**src/rtl/rv_pkg.sv**
```systemverilog
// rv_pkg: RV32I decode constants, ALU op/result-select encodings and mapping helpers
package rv_pkg;
    localparam int AluOpW = 4;
    localparam int AluSelW = 2;
    localparam logic [4:0] REG_NOP = 5'd0;
    localparam logic [6:0] OPC_OP_IMM = 7'b0010011;
    localparam logic [6:0] OPC_OP = 7'b0110011;
    localparam logic [6:0] OPC_LUI = 7'b0110111;
    localparam logic [6:0] OPC_AUIPC = 7'b0010111;
    localparam logic [2:0] F3_ADD = 3'd0;
    localparam logic [2:0] F3_SLL = 3'd1;
    localparam logic [2:0] F3_SLT = 3'd2;
    localparam logic [2:0] F3_SLTU = 3'd3;
    localparam logic [2:0] F3_XOR = 3'd4;
    localparam logic [2:0] F3_SR = 3'd5;
    localparam logic [2:0] F3_OR = 3'd6;
    localparam logic [6:0] F7_BASE = 7'b0000000;
    localparam logic [6:0] F7_ALT = 7'b0100000;

    typedef enum logic [AluOpW-1:0] {
        ALU_NOP, ALU_ADD, ALU_SUB, ALU_SLL, ALU_SLT, ALU_SLTU,
        ALU_XOR, ALU_SRL, ALU_SRA, ALU_OR, ALU_AND
    } alu_op_e;

    typedef enum logic [AluSelW-1:0] {RES_NOP, RES_ARITH, RES_LOGIC, RES_SHIFT} alu_sel_e;

    function automatic alu_op_e f3_op(input logic [2:0] f3, input logic alt);
        case (f3)
            F3_ADD: return alt ? ALU_SUB : ALU_ADD;
            F3_SLL: return ALU_SLL;
            F3_SLT: return ALU_SLT;
            F3_SLTU: return ALU_SLTU;
            F3_XOR: return ALU_XOR;
            F3_SR: return alt ? ALU_SRA : ALU_SRL;
            F3_OR: return ALU_OR;
            default: return ALU_AND;
        endcase
    endfunction

    function automatic alu_sel_e sel_of(input alu_op_e op);
        return op inside {ALU_ADD, ALU_SUB, ALU_SLT, ALU_SLTU} ? RES_ARITH :
               op inside {ALU_XOR, ALU_OR, ALU_AND} ? RES_LOGIC :
               op inside {ALU_SLL, ALU_SRL, ALU_SRA} ? RES_SHIFT : RES_NOP;
    endfunction
endpackage

```
**src/rtl/id_stage_pipe_if.sv**
```systemverilog
// id_stage_pipe_if: IF/ID input, regfile read, forwarding and ID/EX output bundle
interface id_stage_pipe_if #(parameter int XLEN = 32, parameter int NFWD = 2, parameter int RA_W = 5);
    import rv_pkg::*;
    logic flush;
    logic in_valid;
    logic in_ready;
    logic [XLEN-1:0] in_pc;
    logic [31:0] in_inst;
    logic [RA_W-1:0] rs1_addr_o;
    logic [RA_W-1:0] rs2_addr_o;
    logic [XLEN-1:0] rs1_data_i;
    logic [XLEN-1:0] rs2_data_i;
    logic [NFWD-1:0] fwd_wen;
    logic [NFWD*RA_W-1:0] fwd_waddr;
    logic [NFWD*XLEN-1:0] fwd_wdata;
    logic [NFWD-1:0] fwd_pending;
    logic out_valid;
    logic out_ready;
    logic [XLEN-1:0] out_pc;
    logic [XLEN-1:0] out_imm;
    logic [XLEN-1:0] out_op1;
    logic [XLEN-1:0] out_op2;
    alu_op_e out_aluop;
    alu_sel_e out_alusel;
    logic [RA_W-1:0] out_rd;
    logic out_wreg;
    logic out_illegal;

    modport master (
        output flush, in_valid, in_pc, in_inst, rs1_data_i, rs2_data_i,
        output fwd_wen, fwd_waddr, fwd_wdata, fwd_pending, out_ready,
        input in_ready, rs1_addr_o, rs2_addr_o, out_valid, out_pc, out_imm,
        input out_op1, out_op2, out_aluop, out_alusel, out_rd, out_wreg, out_illegal
    );

    modport slave (
        input flush, in_valid, in_pc, in_inst, rs1_data_i, rs2_data_i,
        input fwd_wen, fwd_waddr, fwd_wdata, fwd_pending, out_ready,
        output in_ready, rs1_addr_o, rs2_addr_o, out_valid, out_pc, out_imm,
        output out_op1, out_op2, out_aluop, out_alusel, out_rd, out_wreg, out_illegal
    );
endinterface

```
**src/rtl/rv_imm_gen.sv**
```systemverilog
// rv_imm_gen: I-type / U-type immediate extraction with sign extension to XLEN
module rv_imm_gen #(parameter int XLEN = 32) (
    input  logic [31:0]     inst,
    input  logic            u_type,
    output logic [XLEN-1:0] imm
);
    assign imm = u_type ? XLEN'($signed({inst[31:12], 12'h000})) : XLEN'($signed(inst[31:20]));
endmodule

```
**src/rtl/id_stage_pipe.sv**
```systemverilog
// id_stage_pipe: RV32I decode with N-source forwarding, load-use stall and registered ID/EX output
module id_stage_pipe import rv_pkg::*; #(
    parameter int XLEN = 32,
    parameter int NFWD = 2,
    parameter int RA_W = 5
) (
    input logic clk,
    input logic rst,
    id_stage_pipe_if.slave bus
);
    logic [6:0] opc, f7;
    logic [2:0] f3;
    logic [RA_W-1:0] rs1, rs2, rd;
    logic is_imm, is_op, is_lui, is_auipc, imm_ok, op_ok, legal, alt, use1, use2;
    logic hazard, adv, in_ready;
    logic [XLEN-1:0] imm, src1, src2, f1, f2, op1, op2;
    logic [NFWD-1:0] hit1, hit2, first1, first2;
    logic [NFWD-1:0][XLEN-1:0] m1, m2;
    alu_op_e aluop;

    assign opc = bus.in_inst[6:0];
    assign f3 = bus.in_inst[14:12];
    assign f7 = bus.in_inst[31:25];
    assign rs1 = bus.in_inst[19:15];
    assign rs2 = bus.in_inst[24:20];
    assign rd = bus.in_inst[11:7];
    assign bus.rs1_addr_o = rs1;
    assign bus.rs2_addr_o = rs2;

    assign is_imm = opc == OPC_OP_IMM;
    assign is_op = opc == OPC_OP;
    assign is_lui = opc == OPC_LUI;
    assign is_auipc = opc == OPC_AUIPC;
    assign imm_ok = is_imm & (f3 == F3_SLL ? f7 == F7_BASE :
                              f3 == F3_SR ? (f7 == F7_BASE || f7 == F7_ALT) : 1'b1);
    assign op_ok = is_op & (f7 == F7_BASE || (f7 == F7_ALT && (f3 == F3_ADD || f3 == F3_SR)));
    assign legal = imm_ok | op_ok | is_lui | is_auipc;
    // funct7 bit 5 only selects SUB/SRA for OP and for the OP-IMM right shift; elsewhere it is immediate data
    assign alt = f7 == F7_ALT && (is_op || f3 == F3_SR);
    assign aluop = !legal ? ALU_NOP : (is_lui | is_auipc) ? ALU_ADD : f3_op(f3, alt);
    assign use1 = imm_ok | op_ok;
    assign use2 = op_ok;

    rv_imm_gen #(.XLEN(XLEN)) u_imm (.inst(bus.in_inst), .u_type(is_lui | is_auipc), .imm(imm));

    for (genvar k = 0; k < NFWD; k++) begin : g_fwd
        assign hit1[k] = bus.fwd_wen[k] && bus.fwd_waddr[k*RA_W +: RA_W] == rs1;
        assign hit2[k] = bus.fwd_wen[k] && bus.fwd_waddr[k*RA_W +: RA_W] == rs2;
        assign m1[k] = first1[k] ? bus.fwd_wdata[k*XLEN +: XLEN] : '0;
        assign m2[k] = first2[k] ? bus.fwd_wdata[k*XLEN +: XLEN] : '0;
    end
    // lowest-index hit wins: isolate the least significant set bit
    assign first1 = hit1 & (-hit1);
    assign first2 = hit2 & (-hit2);

    // collapse the one-hot masked forwarding values into a single operand per source
    always_comb begin
        f1 = '0;
        f2 = '0;
        for (int k = 0; k < NFWD; k++) begin
            f1 = f1 | m1[k];
            f2 = f2 | m2[k];
        end
    end

    assign src1 = rs1 == '0 ? '0 : |hit1 ? f1 : bus.rs1_data_i;
    assign src2 = rs2 == '0 ? '0 : |hit2 ? f2 : bus.rs2_data_i;
    assign op1 = is_auipc ? bus.in_pc : use1 ? src1 : '0;
    assign op2 = op_ok ? src2 : legal ? imm : '0;

    assign hazard = (use1 && rs1 != '0 && |(first1 & bus.fwd_pending)) ||
                    (use2 && rs2 != '0 && |(first2 & bus.fwd_pending));
    assign adv = !bus.out_valid || bus.out_ready;
    assign in_ready = adv && !hazard && !bus.flush;
    assign bus.in_ready = in_ready;

    // ID/EX register: reset beats flush, flush beats advance; payload held unless an instruction is taken
    always_ff @(posedge clk) begin
        if (rst) begin
            bus.out_valid <= 1'b0;
            bus.out_pc <= '0;
            bus.out_imm <= '0;
            bus.out_op1 <= '0;
            bus.out_op2 <= '0;
            bus.out_aluop <= ALU_NOP;
            bus.out_alusel <= RES_NOP;
            bus.out_rd <= '0;
            bus.out_wreg <= 1'b0;
            bus.out_illegal <= 1'b0;
        end else if (bus.flush) begin
            bus.out_valid <= 1'b0;
        end else if (adv) begin
            bus.out_valid <= bus.in_valid & in_ready;
            if (bus.in_valid && in_ready) begin
                bus.out_pc <= bus.in_pc;
                bus.out_imm <= imm;
                bus.out_op1 <= op1;
                bus.out_op2 <= op2;
                bus.out_aluop <= aluop;
                bus.out_alusel <= sel_of(aluop);
                bus.out_rd <= rd;
                bus.out_wreg <= legal && rd != REG_NOP;
                bus.out_illegal <= !legal;
            end
        end
    end
endmodule
```
**src/flat_wrapper.sv**
```systemverilog
// flat-port wrapper written by rule: the top's interface ports become plain ports
module id_stage_pipe_flat import rv_pkg::*;
#(
    parameter int XLEN = 32,
    parameter int NFWD = 2,
    parameter int RA_W = 5
)
  (clk, rst, bus_flush, bus_in_valid, bus_in_pc, bus_in_inst, bus_rs1_data_i, bus_rs2_data_i, bus_fwd_wen, bus_fwd_waddr, bus_fwd_wdata, bus_fwd_pending, bus_out_ready, bus_in_ready, bus_rs1_addr_o, bus_rs2_addr_o, bus_out_valid, bus_out_pc, bus_out_imm, bus_out_op1, bus_out_op2, bus_out_aluop, bus_out_alusel, bus_out_rd, bus_out_wreg, bus_out_illegal);
  id_stage_pipe_if #(.XLEN(XLEN), .NFWD(NFWD), .RA_W(RA_W)) bus_i ();
  input logic clk;
  input logic rst;
  input wire logic [$bits(bus_i.flush)-1:0] bus_flush;
  input wire logic [$bits(bus_i.in_valid)-1:0] bus_in_valid;
  input wire logic [$bits(bus_i.in_pc)-1:0] bus_in_pc;
  input wire logic [$bits(bus_i.in_inst)-1:0] bus_in_inst;
  input wire logic [$bits(bus_i.rs1_data_i)-1:0] bus_rs1_data_i;
  input wire logic [$bits(bus_i.rs2_data_i)-1:0] bus_rs2_data_i;
  input wire logic [$bits(bus_i.fwd_wen)-1:0] bus_fwd_wen;
  input wire logic [$bits(bus_i.fwd_waddr)-1:0] bus_fwd_waddr;
  input wire logic [$bits(bus_i.fwd_wdata)-1:0] bus_fwd_wdata;
  input wire logic [$bits(bus_i.fwd_pending)-1:0] bus_fwd_pending;
  input wire logic [$bits(bus_i.out_ready)-1:0] bus_out_ready;
  output wire logic [$bits(bus_i.in_ready)-1:0] bus_in_ready;
  output wire logic [$bits(bus_i.rs1_addr_o)-1:0] bus_rs1_addr_o;
  output wire logic [$bits(bus_i.rs2_addr_o)-1:0] bus_rs2_addr_o;
  output wire logic [$bits(bus_i.out_valid)-1:0] bus_out_valid;
  output wire logic [$bits(bus_i.out_pc)-1:0] bus_out_pc;
  output wire logic [$bits(bus_i.out_imm)-1:0] bus_out_imm;
  output wire logic [$bits(bus_i.out_op1)-1:0] bus_out_op1;
  output wire logic [$bits(bus_i.out_op2)-1:0] bus_out_op2;
  output wire logic [$bits(bus_i.out_aluop)-1:0] bus_out_aluop;
  output wire logic [$bits(bus_i.out_alusel)-1:0] bus_out_alusel;
  output wire logic [$bits(bus_i.out_rd)-1:0] bus_out_rd;
  output wire logic [$bits(bus_i.out_wreg)-1:0] bus_out_wreg;
  output wire logic [$bits(bus_i.out_illegal)-1:0] bus_out_illegal;
  assign bus_i.flush = bus_flush;
  assign bus_i.in_valid = bus_in_valid;
  assign bus_i.in_pc = bus_in_pc;
  assign bus_i.in_inst = bus_in_inst;
  assign bus_i.rs1_data_i = bus_rs1_data_i;
  assign bus_i.rs2_data_i = bus_rs2_data_i;
  assign bus_i.fwd_wen = bus_fwd_wen;
  assign bus_i.fwd_waddr = bus_fwd_waddr;
  assign bus_i.fwd_wdata = bus_fwd_wdata;
  assign bus_i.fwd_pending = bus_fwd_pending;
  assign bus_i.out_ready = bus_out_ready;
  assign bus_in_ready = bus_i.in_ready;
  assign bus_rs1_addr_o = bus_i.rs1_addr_o;
  assign bus_rs2_addr_o = bus_i.rs2_addr_o;
  assign bus_out_valid = bus_i.out_valid;
  assign bus_out_pc = bus_i.out_pc;
  assign bus_out_imm = bus_i.out_imm;
  assign bus_out_op1 = bus_i.out_op1;
  assign bus_out_op2 = bus_i.out_op2;
  assign bus_out_aluop = bus_i.out_aluop;
  assign bus_out_alusel = bus_i.out_alusel;
  assign bus_out_rd = bus_i.out_rd;
  assign bus_out_wreg = bus_i.out_wreg;
  assign bus_out_illegal = bus_i.out_illegal;
  id_stage_pipe #(.XLEN(XLEN), .NFWD(NFWD), .RA_W(RA_W)) u_core (.clk(clk), .rst(rst), .bus(bus_i));
endmodule
```
**config.mk**
```make
export PLATFORM = sky130hd
export DESIGN_NAME = id_stage_pipe_flat
export DESIGN_NICKNAME = d
export VERILOG_FILES = /design/src/rtl/rv_pkg.sv /design/src/rtl/id_stage_pipe_if.sv /design/src/rtl/rv_imm_gen.sv /design/src/rtl/id_stage_pipe.sv /design/src/flat_wrapper.sv
export SDC_FILE = /design/constraint.sdc
export NUM_CORES = 1
export LEC_CHECK = 0
export BUFFER_PORTS_ARGS = -buffer_cell sky130_fd_sc_hd__buf_2
export CORE_UTILIZATION = 45
export DETAILED_ROUTE_END_ITERATION = 8
export HOLD_SLACK_MARGIN = 0.12
export PLACE_DENSITY = 0.76
export RECOVER_POWER = 100
export SLEW_MARGIN = 20
export SYNTH_ARGS = -nofsm -noshare
export SYNTH_HDL_FRONTEND = slang
export SYNTH_HIERARCHICAL = 1
export SYNTH_SLANG_ARGS = --single-unit
```
**constraint.sdc**
```tcl
create_clock -name clk -period 2.2 [get_ports clk]
set_input_delay 0.33 -clock clk [delete_from_list [all_inputs] [get_ports clk]]
set_output_delay 0.33 -clock clk [all_outputs]
set_load 0.01 [all_outputs]
```
-- Word-level counts from Yosys, hierarchy flattened
Index checks and enable logic that the tools add are counted.
- memories: 0
- latch bits: 0
- register bits: 142
- output and inout bits: 153
- input port bits: 211
- memory bits (writable): 0
- bits in read-only memories: 0
- bitwise operators: 14
- mux-type cells: 23
- div/mod/pow operators: 0
- multiply operators: 0
- $lt $le $gt $ge: 0
- equal/unequal tests: 25
- $add $sub $neg: 2
- shift operators: 0
- reductions and logical operators: 40
- operator list (cell ; count):
    $mux W32 ; 12
    $or A32 B32 Y32 ; 2
    $mux W31 ; 1
    $pmux W4 S7 ; 1
    $eq A7 B6 Y1 const B ; 3
    $eq A5 B5 Y1 ; 4
    $eq A4 B3 Y1 const B ; 4
    $reduce_bool A5 Y1 ; 3
    $eq A7 B5 Y1 const B ; 2
    $logic_and A1 B1 Y1 ; 14
    $eq A4 B4 Y1 const B ; 3
    $mux W4 ; 3
    $logic_not A5 Y1 ; 2
    $reduce_or A2 Y1 ; 5
    $eq A3 B3 Y1 const B ; 3
    $and A2 B2 Y2 ; 4
    $eq A4 B2 Y1 const B ; 2
    $mux W2 ; 4
    $logic_not A7 Y1 ; 1
    $eq A3 B2 Y1 const B ; 2
    $logic_or A1 B1 Y1 ; 6
    $reduce_bool A3 Y1 ; 2
    $eq A4 B1 Y1 const B ; 1
    $logic_not A1 Y1 ; 4
    9 further kinds ; 16

-- Logic depth before layout (Yosys ltp)
Gate-level depths: netlist of run 1.
- word-level depth: 14
- depth in mapped cells: 11

-- Modules after synthesis
The synthesis of run 1 kept the hierarchy.
- by module, submodules not included (module ; cells each ; times used ; area each (µm²)):
    id_stage_pipe ; 1109 ; 1 ; 8813.5
    rv_imm_gen ; 37 ; 1 ; 370.4

-- Least setup slack after synthesis of run 1
Ideal clock, no wire load.
- kind: input to register
- start point: input bus_in_inst[3]
- end point: register u_core.bus.out_op2[12]
- buffers on the path: 2
- path slack: -212 ps
- data required time: 2078 ps
- arrival time: 2291 ps
- setup time: 122 ps
- stages: 9
- cell sequence: nand3b_1 -> or3b_1 -> clkbuf_1 -> nor2_1 -> buf_6 -> mux2_4 -> nor3b_1 -> o21ai_0 -> mux2i_1
- elaborated cells on any way between the ends: 23
- classes of those cells: eq/ne (4); mux (3); bitwise (6); reduce/logical (10)
- RTL lines (item ; line ; text):
    from (decl) ; flat_wrapper.sv:15 ; input wire logic [$bits(bus_i.in_inst)-1:0] bus_in_inst;
    $eq A7 B6 Y1 or $eq A7 B5 Y1 (tied branches) ; id_stage_pipe.sv:32, id_stage_pipe.sv:33 ;
    $or A1 B1 Y1 * ; id_stage_pipe.sv:44 ; rv_imm_gen #(.XLEN(XLEN)) u_imm (.inst(bus.in_inst), .u_type(is_lui | is_auipc), .imm(imm));
    $mux W31 * ; rv_imm_gen.sv:7 ; assign imm = u_type ? XLEN'($signed({inst[31:12], 12'h000})) : XLEN'($signed(inst[31:20]));
    via u_core.imm[12] ; id_stage_pipe.sv:16 ; logic [XLEN-1:0] imm, src1, src2, f1, f2, op1, op2;
    $mux W32 * (2 in a row) ; id_stage_pipe.sv:69 ; assign op2 = op_ok ? src2 : legal ? imm : '0;
    to (signal assigned) ; id_stage_pipe.sv:98 ; bus.out_op2 <= op2;
    to (decl) ; id_stage_pipe_if.sv:40 ; output out_op1, out_op2, out_aluop, out_alusel, out_rd, out_wreg, out_illegal
Mark *: on every way through the listed nets, which the timed path passes. The rest lies on a longest branch.
A chain may end at the register's enable or synchronous reset.

-- Worst setup path in the final report of run 1
- start point: input bus_in_inst[21]
- end point: output bus_in_ready
- word-level cells in the longest chain between the ends: 11
- elaborated cells on any way between the ends: 15
- classes of those cells: add/sub (1); eq/ne (2); bitwise (2); reduce/logical (10)
- RTL lines (item ; line ; text):
    $eq A5 B5 Y1 ; id_stage_pipe.sv:48 ; assign hit2[k] = bus.fwd_wen[k] && bus.fwd_waddr[k*RA_W +: RA_W] == rs2;
    $logic_and A1 B1 Y1 ; id_stage_pipe.sv:48 ;
    $neg A2 Y2 ; id_stage_pipe.sv:54 ; assign first2 = hit2 & (-hit2);
    $and A2 B2 Y2 ; id_stage_pipe.sv:54 ;
    $and A2 B2 Y2 ; id_stage_pipe.sv:72 ; (use2 && rs2 != '0 && |(first2 & bus.fwd_pending));
    $reduce_or A2 Y1 ; id_stage_pipe.sv:72 ;
    $logic_and A1 B1 Y1 * ; id_stage_pipe.sv:72 ;
    $logic_or A1 B1 Y1 * ; id_stage_pipe.sv:71 ; assign hazard = (use1 && rs1 != '0 && |(first1 & bus.fwd_pending)) ||
    $logic_not A1 Y1 * ; id_stage_pipe.sv:74 ; assign in_ready = adv && !hazard && !bus.flush;
    $logic_and A1 B1 Y1 * (2 in a row) ; id_stage_pipe.sv:74 ;
    to (decl) ; flat_wrapper.sv:23 ; output wire logic [$bits(bus_i.in_ready)-1:0] bus_in_ready;
Every way passes the cells marked *; elsewhere a longest branch is shown, timed or not.

==> metrics.cfg, run 1 <==
[die]
fp.dieW_um = 145
full_die_area_um2 = 21000
die_h_um = 145
floorplan.rows = 51
pin_count = 364
initial_utilization_pct = 46.6
floorplan.core_area_um2 = 19700

[pwr]
irDropWorstVdd_uv = 529
pwr-share-comb_pct = 20.6
switching_power_mw = 2.18
p_int_mw = 4.90
p_total_mw = 7.07
cell_pwr_density_nw_per_um2 = 558
static-leakage-power_nw = 5.53
clock_power_share_pct = 41.2
power.switching_fraction_pct = 30.8
power.sequential.fraction_pct = 38.3

[finish]
filler_cell_count = 1693
flow.area_growth_from_synthesis_pct = 38.0
layoutNonFillerInstCount = 1797
design_area_um2 = 12700
final_net_count = 1729
post_route_cells_drive_above_1_share_pct = 37.2

[critical_path]
crit_family = buffers and inverters
critPathMaxStageDelay_ns = 0.28
cp_data_required_time_ns = 1.87
timing.critical_path.arrival_ns = 1.88
startpoint_type = input pin
cp_num_buf_inv = 4
critical_path.endpoint_type = primary output
critical-path-slowest-cell = a22o_4
critical_path_class = in -> out
path_max_fanout = 6
crit_path_cell_trace = clkbuf_4 > xnor2_1 > nand4_1 > buf_4 > buf_4 > o21a_1 > a22o_4 > o21a_1 > buf_6

[timing]
finalHoldViolations = 0
grt_setup_unrepaired = true
normalized_max_slew_margin_pct = 65.5
clock_skew_ns = 0.00573
fin_ws_ns = -0.00576
setup_viol = 1
maxSlewViolCount = 0
tightest_slew_ns = 0.518
tmin_final_ns = 2.21
finalHoldWorstSlack_ns = 0.162
post-route-period-util_pct = 100
max_clock_freq_ghz = 0.453

[cts]
worstSkewPairLatency_ns = 0.42
clk_pin_slew_ns = 0.07
clock_tree.buffer_depth = 2
numCtsBuffers = 17
tritoncts = done
cts.sinks = 142
clock_tree.root_cell = clkbuf_16
htree_levels = 4

[global_routing]
initial_antenna_violation_count = 2
grt_overflow = 0
wire_length_of_the_first_global_routing_pass_um = 57000
first_global_vias = 9669
grt_start_max_net_pins = 61
grt.total_usage_pct = 36.5

[flow_run]
cap_violations = 0

[logic_synthesis]
synth-main-ff-cell = dfxtp_1
yosysWarnings = 6
synth_largest_area_cell = dfxtp_1
ys_seq_area_share_pct = 31.0
post_synth_main_area_contributors = dfxtp_1 (31%), mux2i_1 (15%), nand2_1 (9.9%), o21ai_0 (5.3%), nand4_1 (4.4%)
synth.distinct_cells = 52
area_fraction_of_the_dominant_cell_type_after_synthesis_pct = 31.0
post_syn_area_per_cell_um2 = 8.01
mapped_area_um2 = 9180
synth-edff-count = 0
synth-async-reset-ratio_pct = 0
synth_fp_nets = 1357
ys_ff_latch = 142
synthCells = 1146

[run_status]
failed_checks = negative setup slack
run_status = finished, violations left

[drt]
wl_um = 39200
vias = 10600
route.antenna.remaining_nets = 0
drt_iter0_drc = 1107
avgViaCountPerCell = 5.91
drc = 0
firstDrtPassIters = 6
wire_per_inst_um = 21.8

[placement]
post-dp-hpwl_um = 29900
dpl.cell_count = 1759
worst_slack_at_placement_ns = -0.292
placement.io_buffers = 363
placement.cell_area_um2 = 12000
finalWeightedCongestion = 0.947

[hold_path]
min_path_type = in -> reg

repair_timing:
item	4_1_cts	5_1_grt
hold buffers	1	0
pin swaps	2	4
setup endpoints to repair	1	5
gates resized for setup	6	12
buffers inserted	2	2
hold endpoints to repair	1	0
per-stage QoR:
stage | TNS, ns | util [%]
floorplan | 0 | -
global placement | -15.55 | 60.7
detailed placement | -20.22 | 60.7
CTS | 0 | 63.9
global route | -0.0517 | 64.3
finish | -0.00576 | 64.3
kinds of logic after synthesis:
logic type / synth area share, %
AND/OR/NAND/NOR: 24.5
AO/OA/AOI/OAI: 16.6
buffers and inverters: 7.57
multiplexers: 18.4
flip-flops: 31.0
XOR/XNOR: 2.00
Yosys cell counts, types with 5 or more instances:
| master | n |
|---|---|
| nand2_1 | 242 |
| dfxtp_1 | 142 |
| mux2i_1 | 136 |
| clkbuf_1 | 100 |
| o21ai_0 | 98 |
| nand4_1 | 65 |
| nor3_1 | 38 |
| nand3_1 | 37 |
| a311oi_1 | 35 |
| a211o_1 | 32 |
| nor3b_1 | 32 |
| a31o_1 | 22 |
| nor2b_1 | 20 |
| buf_4 | 18 |
| xnor2_1 | 14 |
| buf_6 | 12 |
| mux2_2 | 10 |
| mux2_4 | 10 |
| buf_2 | 7 |
| nor2_1 | 7 |
| xor2_1 | 7 |
| a31o_2 | 6 |
| and3_1 | 6 |
| mux2_1 | 6 |
| a31oi_1 | 5 |
power by group through the flow:
stage | logic, mW | clock network, mW | registers (mW)
after global placement | 1.39 | 0 | 2.76
after floorplan | 0.667 | 0 | 2.80
final | 1.46 | 2.91 | 2.71
after global routing | 1.54 | 3.04 | 2.71
after CTS | 1.42 | 2.91 | 2.71
after detailed placement | 1.40 | 0 | 2.76
cell type report:
class | instances | area (µm²) | area share [%]
sequential | 142 | 2840 | 22.4
timing repair buffer | 490 | 3130 | 24.7
tap | 265 | 332 | 2.62
multi-input combinational | 863 | 5770 | 45.5
clock inverter | 13 | 133 | 1.05
clock buffer | 19 | 443 | 3.49
antenna | 1 | 2.50 | 0.0197
inverter | 4 | 20.0 | 0.158
routing by layer:
layer	routed length [µm]	vias up	part of all wire, %	GRT usage [%]
met3	3730	97	9.5	6.48
met2	18200	687	46	59.0
met1	15700	4951	40	47.7
li1	-	4880	-	-
met4	1580	2	4.0	15.7
met5	18	-	0.046	0
worst paths after layout:
check,from,end,slack [ns],cells past startpoint
max,bus_in_inst[21],bus_in_ready,-0.006,9
min reg2reg,u_core/bus.out_imm[25],u_core/bus.out_imm[25],0.45,2
min,bus_in_pc[24],u_core/bus.out_pc[24],0.16,3
max reg2reg,u_core/bus.out_valid,u_core/bus.out_imm[11],0.29,7
state kept, by name, indices dropped and copies added (netlist names):
| signal | count |
|---|---|
| u_core/bus.out_imm | 32 |
| u_core/bus.out_aluop | 4 |
| u_core/bus.out_op2 | 32 |
| u_core/bus.out_valid | 1 |
| u_core/bus.out_illegal | 1 |
| u_core/bus.out_pc | 32 |
| u_core/bus.out_wreg | 1 |
| u_core/bus.out_op1 | 32 |
| u_core/bus.out_alusel | 2 |
| u_core/bus.out_rd | 5 |
worst register-to-register path, stage by stage (launching register included):
cell	delay, ns
dfxtp_1	0.31
nand2b_1	0.09
nor2b_1	0.37
o21a_1	0.20
a22o_4	0.16
o211a_4	0.21
buf_12	0.24
mux2i_1	0.25
layout by cell type (no fill, tap or decap), types with 4 or more instances in the layout:
master / count
mux2_4: 10
dfxtp_1: 142
buf_4: 98
a211o_1: 32
buf_2: 357
nor3b_1: 32
nand3_1: 37
a31o_2: 6
a31o_1: 22
mux2_2: 10
nor2_1: 5
inv_6: 4
buf_12: 28
and3_1: 4
nor2b_1: 20
o21ai_1: 10
a31oi_1: 5
nand2_1: 242
nand4_1: 65
clkbuf_16: 17
xnor2_1: 12
mux2i_1: 136
mux2_1: 6
a311oi_1: 34
xor2_1: 6
o21ai_0: 90
nor3_1: 37
Power figures use the tool's default switching activity.
==> inputs of run 2 (changes only) <==
==> constraint.sdc (replaced) <==
create_clock -name clk -period 2.2 [get_ports clk]
set_input_delay 0.22 -clock clk [delete_from_list [all_inputs] [get_ports clk]]
set_output_delay 0.22 -clock clk [all_outputs]
set_load 0.05 [all_outputs]
==> metrics.cfg, run 2 (same netlist as run 1, synthesis figures left out) <==
[finish]
layout.cells.most_common = nand2_1
flow.area_growth_from_synthesis_pct = 34.2
post_route_cells_drive_above_1_share_pct = 23.6
final_util_pct = 62.5
final_cell_mix = nand2_1 (242), buf_2 (207), clkbuf_1 (156)
final_net_count = 1721

[drt]
wl_um = 40100
wire_per_inst_um = 22.4
firstDrtPassIters = 5
route.antenna.remaining_nets = 0
vias = 10600
drc = 0
drt_iter0_drc = 1194
avgViaCountPerCell = 5.92

[critical_path]
path_max_fanout = 20
worst_path_most_repeated_cell = mux2i_1
critical_path_class = in -> reg
cp_data_required_time_ns = 2.55
critical_path.endpoint_type = register
critPathMaxStageDelay_ns = 0.45
startpoint_type = input pin
crit_family = buffers and inverters
crit_path_cell_trace = clkbuf_1 > xor2_1 > nor4_2 > and3_1 > mux2i_1 > buf_4 > o211a_4 > clkbuf_4 > mux2i_1
critical-path-slowest-cell = clkbuf_4
cp_num_buf_inv = 3
timing.critical_path.arrival_ns = 2.49

[pwr]
static-leakage-power_nw = 4.78
cell_pwr_density_nw_per_um2 = 603
power.sequential.fraction_pct = 36.5
pwr-share-comb_pct = 23.2
irDropWorstVdd_uv = 515
clock_power_share_pct = 40.4
switching_power_mw = 2.56
power.switching_fraction_pct = 34.5
p_int_mw = 4.86

[timing]
finalHoldViolations = 0
max_clock_freq_ghz = 0.469
tmin_final_ns = 2.13
setup_viol = 0
normalized_max_slew_margin_pct = 48.7
clock_skew_ns = 0.00913
fin_ws_ns = 0.0662
post-route-period-util_pct = 97.0
maxSlewViolCount = 0
grt_setup_unrepaired = false
tightest_slew_ns = 0.772

[cts]
clk_pin_slew_ns = 0.07
numCtsBuffers = 17
cts.sinks = 142
worstSkewPairLatency_ns = 0.44
clock_tree.root_cell = clkbuf_16
clock_tree.buffer_depth = 2
cts_setup_buffers = 0
tritoncts = done
htree_levels = 4

[global_routing]
grt_start_max_net_pins = 59
initial_antenna_violation_count = 2
globalRouteMet1Util_pct = 48.8
grt_overflow = 0
gr-usage-met2_pct = 60.4
first_global_vias = 9902
grt-busiest-layer = met2
grt_use_met3_pct = 6.65
wire_length_of_the_first_global_routing_pass_um = 58200
grt.total_usage_pct = 37.3

[placement]
placement.io_buffers = 363
post-dp-hpwl_um = 30000
worst_slack_at_placement_ns = -0.129
finalWeightedCongestion = 0.946

[hold_path]
min_path_type = in -> reg

[die]
pin_count = 364
initial_utilization_pct = 46.6
floorplan.rows = 51
fp.dieW_um = 145
full_die_area_um2 = 21000
die_h_um = 145
floorplan.core_area_um2 = 19700

[flow_run]
cap_violations = 0

[run_status]
run_status = complete, no violations

run 2: changes by cell type in the layout (fill, tap and decap cells not counted), moves of 3 or more:
cell,before,now
buf_12,28,19
o21ai_0,90,98
clkbuf_1,3,156
buf_4,98,56
clkbuf_2,0,3
o21ai_1,10,2
dlygate4sd3_1,1,39
buf_2,357,207
run 2: power groups by stage:
stage	Combinational (mW)	Clock, mW	Sequential, mW
after detailed placement	1.68	0	2.76
final	1.72	3.00	2.71
after global routing	1.80	3.13	2.72
after global placement	1.67	0	2.76
after CTS	1.73	3.00	2.71
after floorplan	0.700	0	3.07
run 2: repair_timing:
item                       CTS  global route
setup endpoints to repair    0             1
resized for setup            0             1
hold endpoints to repair    38             0
hold buffers                39             0
run 2: worst min-delay path, delay by kind of cell:
family                 cells  cell delay (ns)
AND/OR/NAND/NOR            1             0.07
buffers and inverters      1             0.12
multiplexers               1             0.06
AO/OA/AOI/OAI              1             0.15
run 2: stage by stage:
stage | cell area (µm²) | cells | TNS [ns] | hold slack, ns | total power [mW]
floorplan | 9190 | 1146 | 0 | 0.298 | 3.77
global placement | 11600 | 1717 | -4.46 | 0.416 | 4.43
detailed placement | 11600 | 1717 | -8.60 | 0.412 | 4.44
CTS | 12600 | 1788 | 0 | 0.202 | 7.44
global route | 12300 | 1789 | 0 | 0.227 | 7.65
finish | 12300 | 1789 | 0 | 0.230 | 7.43
run 2: cell type report:
type	instances	area (µm²)
Clock inverter	15	176
Sequential cell	142	2840
Inverter	4	20.0
Multi-Input combinational cell	863	5680
Timing Repair Buffer	482	2840
Antenna cell	1	2.50
Fill cell	1850	7390
Clock buffer	17	425
Tap cell	265	332
run 2: per-layer routing:
layer	vias up	routed length (µm)
met5	-	8
met4	2	1460
met3	85	4090
met2	742	18600
met1	4903	15900
li1	4866	-
run 2: path summary, 6_finish.rpt:
check / start / to / slack, ns / cells past startpoint
setup / recovery: bus_fwd_waddr[0] / u_core/bus.out_pc[18] / 0.07 / 9
hold / removal: bus_fwd_wdata[30] / u_core/bus.out_op1[30] / 0.23 / 4
setup reg to reg: u_core/bus.out_valid / u_core/bus.out_pc[18] / 0.16 / 7
hold reg to reg: u_core/bus.out_imm[24] / u_core/bus.out_imm[24] / 0.46 / 2
